==> src/rtl/ps2_key_encoder.sv <==
// PS/2 set-2 receiver and game-key encoder: emits one 5-bit command code per make event.
// Optional macro PS2_PARITY_CHECK_EN enables odd-parity rejection of received bytes.
module ps2_key_encoder #(
  parameter int unsigned TIMEOUT_CYCLES = 50000
) (
  input  logic       CLOCK_50,
  input  logic       reset,
  input  logic       PS2_CLK,
  input  logic       PS2_DAT,
  output logic [4:0] KEY_PRESSED,
  output logic       key_valid,
  output logic       frame_err
);

  typedef enum logic [1:0] {
    S_IDLE,
    S_DATA,
    S_PARITY,
    S_STOP
  } state_t;

  localparam logic [15:0] TMO       = 16'(TIMEOUT_CYCLES);
  localparam logic [4:0]  IDLE_CODE = 5'd31;

  logic       clk_s1_q, clk_s2_q, clk_s3_q;
  logic       dat_s1_q, dat_s2_q;
  logic       fall;
  logic       dat;

  state_t     state_q, state_d;
  logic [2:0] bitcnt_q, bitcnt_d;
  logic [7:0] byte_q, byte_d;
  logic       ext_q, ext_d;
  logic       brk_q, brk_d;
  logic [15:0] tmo_q, tmo_d;
  logic [4:0] code_q, code_d;
  logic       valid_q, valid_d;
  logic       err_q, err_d;
  logic       par_bad;
  logic       map_hit;
  logic [4:0] map_code;
`ifdef PS2_PARITY_CHECK_EN
  logic       parity_q, parity_d;
`endif

  always_ff @(posedge CLOCK_50) begin
    if (reset) begin
      clk_s1_q <= 1'b1;
      clk_s2_q <= 1'b1;
      clk_s3_q <= 1'b1;
      dat_s1_q <= 1'b1;
      dat_s2_q <= 1'b1;
    end else begin
      clk_s1_q <= PS2_CLK;
      clk_s2_q <= clk_s1_q;
      clk_s3_q <= clk_s2_q;
      dat_s1_q <= PS2_DAT;
      dat_s2_q <= dat_s1_q;
    end
  end

  assign fall = clk_s3_q & ~clk_s2_q;
  assign dat  = dat_s2_q;

  // Game key map, indexed by {extended-prefix seen, scan code}.
  always_comb begin
    map_hit  = 1'b1;
    map_code = IDLE_CODE;
    case ({ext_q, byte_q})
      9'h01D: map_code = 5'd0;
      9'h01B: map_code = 5'd1;
      9'h01C: map_code = 5'd2;
      9'h023: map_code = 5'd3;
      9'h175: map_code = 5'd4;
      9'h172: map_code = 5'd5;
      9'h16B: map_code = 5'd6;
      9'h174: map_code = 5'd7;
      9'h043: map_code = 5'd8;
      9'h042: map_code = 5'd9;
      9'h03B: map_code = 5'd10;
      9'h04B: map_code = 5'd11;
      9'h075: map_code = 5'd12;
      9'h073: map_code = 5'd13;
      9'h06B: map_code = 5'd14;
      9'h074: map_code = 5'd15;
      9'h029: map_code = 5'd16;
      default: map_hit = 1'b0;
    endcase
  end

  always_comb begin
`ifdef PS2_PARITY_CHECK_EN
    par_bad = ~(^{byte_q, parity_q});
`else
    par_bad = 1'b0;
`endif
  end

  always_comb begin
    state_d  = state_q;
    bitcnt_d = bitcnt_q;
    byte_d   = byte_q;
    ext_d    = ext_q;
    brk_d    = brk_q;
    tmo_d    = tmo_q;
    code_d   = IDLE_CODE;
    valid_d  = 1'b0;
    err_d    = 1'b0;
`ifdef PS2_PARITY_CHECK_EN
    parity_d = parity_q;
`endif

    if (state_q == S_IDLE || fall) begin
      tmo_d = '0;
    end else if (tmo_q != '1) begin
      tmo_d = tmo_q + 16'd1;
    end

    // A stalled frame is abandoned before any edge in the same cycle is looked at.
    if (state_q != S_IDLE && tmo_q == TMO) begin
      state_d = S_IDLE;
      err_d   = 1'b1;
      ext_d   = 1'b0;
      brk_d   = 1'b0;
    end else if (fall) begin
      case (state_q)
        S_IDLE: begin
          if (!dat) begin
            state_d  = S_DATA;
            bitcnt_d = '0;
          end
        end
        S_DATA: begin
          byte_d[bitcnt_q] = dat;
          if (bitcnt_q == 3'd7) state_d = S_PARITY;
          else                  bitcnt_d = bitcnt_q + 3'd1;
        end
        S_PARITY: begin
`ifdef PS2_PARITY_CHECK_EN
          parity_d = dat;
`endif
          state_d = S_STOP;
        end
        S_STOP: begin
          state_d = S_IDLE;
          if (par_bad) begin
            err_d = 1'b1;
            ext_d = 1'b0;
            brk_d = 1'b0;
          end else if (!dat) begin
            err_d = 1'b1;
          end else if (byte_q == 8'hE0) begin
            ext_d = 1'b1;
          end else if (byte_q == 8'hF0) begin
            brk_d = 1'b1;
          end else if (brk_q) begin
            ext_d = 1'b0;
            brk_d = 1'b0;
          end else begin
            ext_d = 1'b0;
            if (map_hit) begin
              code_d  = map_code;
              valid_d = 1'b1;
            end
          end
        end
        default: state_d = S_IDLE;
      endcase
    end
  end

  always_ff @(posedge CLOCK_50) begin
    if (reset) begin
      state_q  <= S_IDLE;
      bitcnt_q <= '0;
      byte_q   <= '0;
      ext_q    <= 1'b0;
      brk_q    <= 1'b0;
      tmo_q    <= '0;
      code_q   <= IDLE_CODE;
      valid_q  <= 1'b0;
      err_q    <= 1'b0;
`ifdef PS2_PARITY_CHECK_EN
      parity_q <= 1'b0;
`endif
    end else begin
      state_q  <= state_d;
      bitcnt_q <= bitcnt_d;
      byte_q   <= byte_d;
      ext_q    <= ext_d;
      brk_q    <= brk_d;
      tmo_q    <= tmo_d;
      code_q   <= code_d;
      valid_q  <= valid_d;
      err_q    <= err_d;
`ifdef PS2_PARITY_CHECK_EN
      parity_q <= parity_d;
`endif
    end
  end

  assign KEY_PRESSED = code_q;
  assign key_valid   = valid_q;
  assign frame_err   = err_q;

endmodule

==> config.mk <==
export PLATFORM = sky130hd
export DESIGN_NAME = ps2_key_encoder
export DESIGN_NICKNAME = d
export VERILOG_FILES = /design/src/rtl/ps2_key_encoder.sv
export SDC_FILE = /design/constraint.sdc
export NUM_CORES = 1
export LEC_CHECK = 0
export ABC_AREA = 1
export ABC_CLOCK_PERIOD_IN_PS = 1800
export CORE_MARGIN = 2
export CORE_UTILIZATION = 55
export CTS_CLUSTER_DIAMETER = 50
export DETAILED_ROUTE_END_ITERATION = 7
export PLACE_DENSITY = 0.85
export SLEW_MARGIN = 20
export SYNTH_ARGS = -nofsm -noshare
export SYNTH_HDL_FRONTEND = slang
export SYNTH_SLANG_ARGS = --single-unit
==> constraint.sdc <==
create_clock -name CLOCK_50 -period 1.8 [get_ports CLOCK_50]
set_input_delay 0.45 -clock CLOCK_50 [delete_from_list [all_inputs] [get_ports CLOCK_50]]
set_output_delay 0.45 -clock CLOCK_50 [all_outputs]
set_load 0.1 [all_outputs]
== After elaboration in Yosys (flattened, before gate mapping) ==
Index checks and enable logic that the tools add are counted.
Word-level totals
  bits in registers: 43
  bits in latches: 0
  memory bits (writable): 0
  ROM bits: 0
  bits of input ports: 4
  output and inout bits: 7
  logic and storage cells: 90
  memories kept: 0
Cells by class
  add/subtract/negate cells: 2
  $mul: 0
  div/mod/pow operators: 0
  $lt $le $gt $ge: 2
  equal/unequal tests: 29
  shift-type cells: 0
  muxes and demuxes: 19
  bitwise logic cells: 8
  reductions and logical operators: 16
Operators by type and width (count)
  case mux 5 bit (17 select lines): 1
  equality test 9 x 7 -> 1 bit (second input constant): 7
  equality test 9 bit (second input constant): 4
  equality test 9 x 5 -> 1 bit (second input constant): 3
  equality test 9 x 6 -> 1 bit (second input constant): 3
  OR reduction 17 bit: 1
  adder 16 x 1 -> 16 bit (second input constant): 1
  equality test 16 bit (second input constant): 1
  equality test 8 bit (second input constant): 2
  != test 16 bit (second input constant): 1
  2-to-1 mux 1 bit: 10
  OR reduction 9 bit: 1
  bitwise mux 8 bit: 1
  != test 2 bit (second input constant): 4
  case mux 2 bit (4 select lines): 1
  AND reduction 4 bit: 2
  OR reduction 8 bit: 1
  inverter 1 bit: 7
  2-to-1 mux 3 bit: 2
  case mux 3 bit (2 select lines): 1
  AND reduction 3 bit: 2
  AND reduction 5 bit: 1
  equality test 2 bit (second input constant): 2
  less-than comparator 3 x 4 -> 1 bit (second input constant): 1
  12 further kinds: 16

== Depth between registers and ports, before layout ==
  word-level depth: 5
  gate-level depth with buffers: 12
  depth with buffers taken out: 11

== Least setup slack after synthesis ==
No wires, ideal clock.
  path kind: register -> register
  from: reg bitcnt_q[0]
  to: reg bitcnt_q[0]
  setup time: 0.113 ns
  arrival time: 1.484 ns
  data required time: 1.687 ns
  path slack: 0.203 ns
  stages on the path, launching flop included: 10
  buffers on the path: 0
  clock period less this slack: 1.597 ns
  path through: dfxtp_1 ha_1 ha_1 or2_1 o21ai_0 nand2_1 a21oi_2 o21ai_0 nand2_1 nor2_1
On the way
  word-level cells in the longest chain between the ends: 3
  elaborated cells on any way between the ends: 6
  classes of those cells: add/sub (1); eq/ne (2); mux (2); reduce/logical (1)
RTL lines
  from (decl): RTL line 31  | logic [2:0] bitcnt_q, bitcnt_d;
  from (signal assigned): RTL line 188  | bitcnt_q <= bitcnt_d;
  adder 3 x 1 -> 3 bit or equality test 3 bit (tied branches): RTL line 136, 135
  2-to-1 mux 3 bit or != test 2 bit (tied branches)
  case mux 3 bit (2 select lines) or AND reduction 5 bit (tied branches)
Several ways; a longest one is shown, not always the timed one. The select of a mux whose other input is x is not followed.
A chain may end at the register's enable or synchronous reset.

== Worst setup path after layout ==
  from: reg bitcnt_q[1]
  to: reg bitcnt_q[1]
Same word-level chain as after synthesis.

==> flow_metrics.env <==
export IMPL_min_path_type="flip-flop to flip-flop"
export IMPL_first_global_vias=2321
export IMPL_finalCriticalPeriod_ns=1.68
export IMPL_worstMarginPinSlew_ns=0.512
export IMPL_hold_violations=0
export IMPL_fin_cells=486
export IMPL_crit_path_max_incr_delay_ns=0.36
export IMPL_grt_usage_pct=23.6
export IMPL_end_kind="flip-flop"
export IMPL_power_leakage_nw=1.38
export IMPL_crit_type="flip-flop to flip-flop"
export IMPL_ys_ff_latch=43
export IMPL_cp_arrival_ns=1.87
export IMPL_die_area_um2=5250
export IMPL_p_total_mw=1.61
export IMPL_drive_gt1_share_pct=12.4
export IMPL_wire_per_inst_um=12.2
export IMPL_synth_warnings=0
export IMPL_cp_data_required_time_ns=1.99
export IMPL_path_clk_slew_ns=0.08
export IMPL_vias_per_cell=5.28
export IMPL_die_w_um=72.4
export IMPL_numCtsBuffers=5
export IMPL_synth_distinct_cells=31
export IMPL_vias=2566
export IMPL_syn_inst=409
export IMPL_syn_to_final_growth_pct=15.6
export IMPL_power_density_nw_per_um2=539
export IMPL_place_hpwl_um=4500
export IMPL_synth_simple_area_share_pct=43.1
export IMPL_grt_remaining_overflow=0
export IMPL_final_area_um2=2980
export IMPL_setup_viol=0
export IMPL_grt_max_degree=13
export IMPL_placed_cells=477
export IMPL_drv_slew=0
export IMPL_drt_antenna_violating_nets=0
export IMPL_cp_startpoint="bitcnt_q[1]$_SDFFE_PP0P_"
export IMPL_fmax_mhz=594
export IMPL_dr_pass1_iters=5
export IMPL_htreeDepth=2
export IMPL_std_cell_rows=24
export IMPL_tns_ns=0
export IMPL_outcome="completed"
export IMPL_peakVddDrop_mv=0.462
export IMPL_path_cells="ha_1 > ha_1 > or2_1 > o21ai_0 > nand2_1 > a21oi_4 > nand2_1 > o21ai_0 > nor2_1"
export IMPL_place_congestion=0.903
export IMPL_die_h_um=72.4
export IMPL_core_area_um2=4440
export IMPL_synth_adder_area_share_pct=3.89
export IMPL_startpoint_type="flip-flop"
export IMPL_timing_rr_start="bitcnt_q[1]$_SDFFE_PP0P_"
export IMPL_synth_xor_area_share_pct=1.02
export IMPL_grt_pass1_wl_um=9810
export IMPL_synth_top_family_by_area="simple AND/OR/NAND/NOR gates"
export IMPL_syn_nets=421
export IMPL_synth_compound_area_share_pct=7.97
export IMPL_cp_max_fo=6
export IMPL_ys_seq_area_share_pct=33.4
export IMPL_min_period_over_period_pct=93.5
export IMPL_skew_ns=0.00776
export IMPL_drcViolationCount=0
export IMPL_synthesis_area_um2=2570
export IMPL_r2r_slack_ns=0.12
export IMPL_antenna_found_initial=0
export IMPL_clkSinkCount=43
export IMPL_cap_violations=0
export IMPL_layout_commonest_cell="nand2_1"
export IMPL_place_area_um2=2860
export IMPL_syn_avg_cell_area_um2=6.30
export IMPL_r2r_cells=9
export IMPL_final_cell_mix="nand2_1, nor2_1, inv_1"
export IMPL_cts_buffer_depth=2
export IMPL_port_buffers=10
export IMPL_drtIter0Drc=119
export IMPL_synthMuxAreaShare_pct=0
export IMPL_initial_utilization_pct=57.9
export IMPL_clock_latency_ns=0.29
export IMPL_relSlewSlack_pct=65.8
export IMPL_final_net_count=445
export IMPL_hp_start="clk_s1_q$_SDFF_PP1_"
export IMPL_clk_root_buffer_cell="clkbuf_8"
export IMPL_num_antenna_cells=0
export IMPL_holdPathStages=1
export IMPL_slowest_stage="dfxtp_1"
export IMPL_wl_um=5910
export IMPL_boundaryPins=11
export IMPL_cts_tree="built"
## worst paths after layout
path | endpoint
worst max register to register | bitcnt_q[1]$_SDFFE_PP0P_
worst min-delay path | clk_s2_q$_SDFF_PP1_
worst max-delay path | bitcnt_q[1]$_SDFFE_PP0P_
worst min register to register | clk_s2_q$_SDFF_PP1_
## logic make-up after synthesis
logic type / Yosys count
simple gates: 248
buf+inv: 70
flops: 43
compound gates: 37
fa+ha+maj: 8
xor+xnor: 3
## critical path: cells and delay by family, from the launching register on
family / cells / cell delay, ns
flip-flops: 1 / 0.36
AO/OA/AOI/OAI: 3 / 0.35
AND/OR/NAND/NOR: 4 / 0.51
adder cells (fa/ha/maj): 2 / 0.35
## sequential cells by signal, indices dropped and copies added, names as in the netlist
signal / cells
clk_s2_q: 1
dat: 1
ext_q: 1
key_valid: 1
dat_s1_q: 1
tmo_q: 16
byte_q: 8
bitcnt_q: 3
brk_q: 1
frame_err: 1
clk_s3_q: 1
clk_s1_q: 1
KEY_PRESSED: 5
state_q: 2
## where the power goes
part	switching [mW]	internal, mW	leakage [nW]
registers	0.00304	0.957	0.348
clock network	0.326	0.273	0.0422
logic	0.0274	0.0209	0.989
## cell usage after synthesis (all sizes together)
cell type  count  area share [%]
inv           65             9.5
nand4          7             1.7
a21oi         10             2.1
a21boi         1            0.29
o21ai         17             3.3
a31oi          7             1.7
nor2          74              12
ha             8             3.9
o211ai         1            0.29
o21a           1            0.29
xor2           3             1.0
buf            2            0.63
clkbuf         2            0.29
dfxtp         43              33
or2            8             1.9
nand2        108              17
clkinv         1            0.15
nor3           9             2.4
nand3         41             8.2
nand3b         1            0.29
## what timing repair did
action	4_1_cts	5_1_grt
hold buffers	0	0
endpoints found under the setup margin	0	7
setup buffers	0	1
endpoints found under the hold margin	0	0
resized for setup	0	6
## metal layers
| layer | global-route usage (%) | up-vias | wire length, µm |
|---|---|---|---|
| met4 | 9.47 | 0 | 102 |
| met3 | 4.86 | 13 | 363 |
| met1 | 30.9 | 1149 | 2660 |
| met2 | 38.3 | 74 | 2780 |
| li1 | - | 1330 | - |
| met5 | 0 | - | 0 |
## final cells by class
cell class / instances / area, µm²
inverter: 66 / 248
multi-input combinational: 296 / 1470
timing repair buffer: 21 / 253
sequential: 43 / 861
fill: 372 / 1470
tap: 52 / 65.1
clock buffer: 7 / 76.3
clock inverter: 1 / 5.00
## metrics by stage
step	utilization [%]	setup slack (ns)	hold WS [ns]
floorplan	-	0.203	0.389
global placement	64.4	0.171	0.394
detailed placement	64.4	0.0830	0.401
CTS	66.2	0.0737	0.422
global route	67.0	-0.0161	0.427
finish	67.0	0.117	0.417
Note: power is estimated with default switching activity, not from simulation.
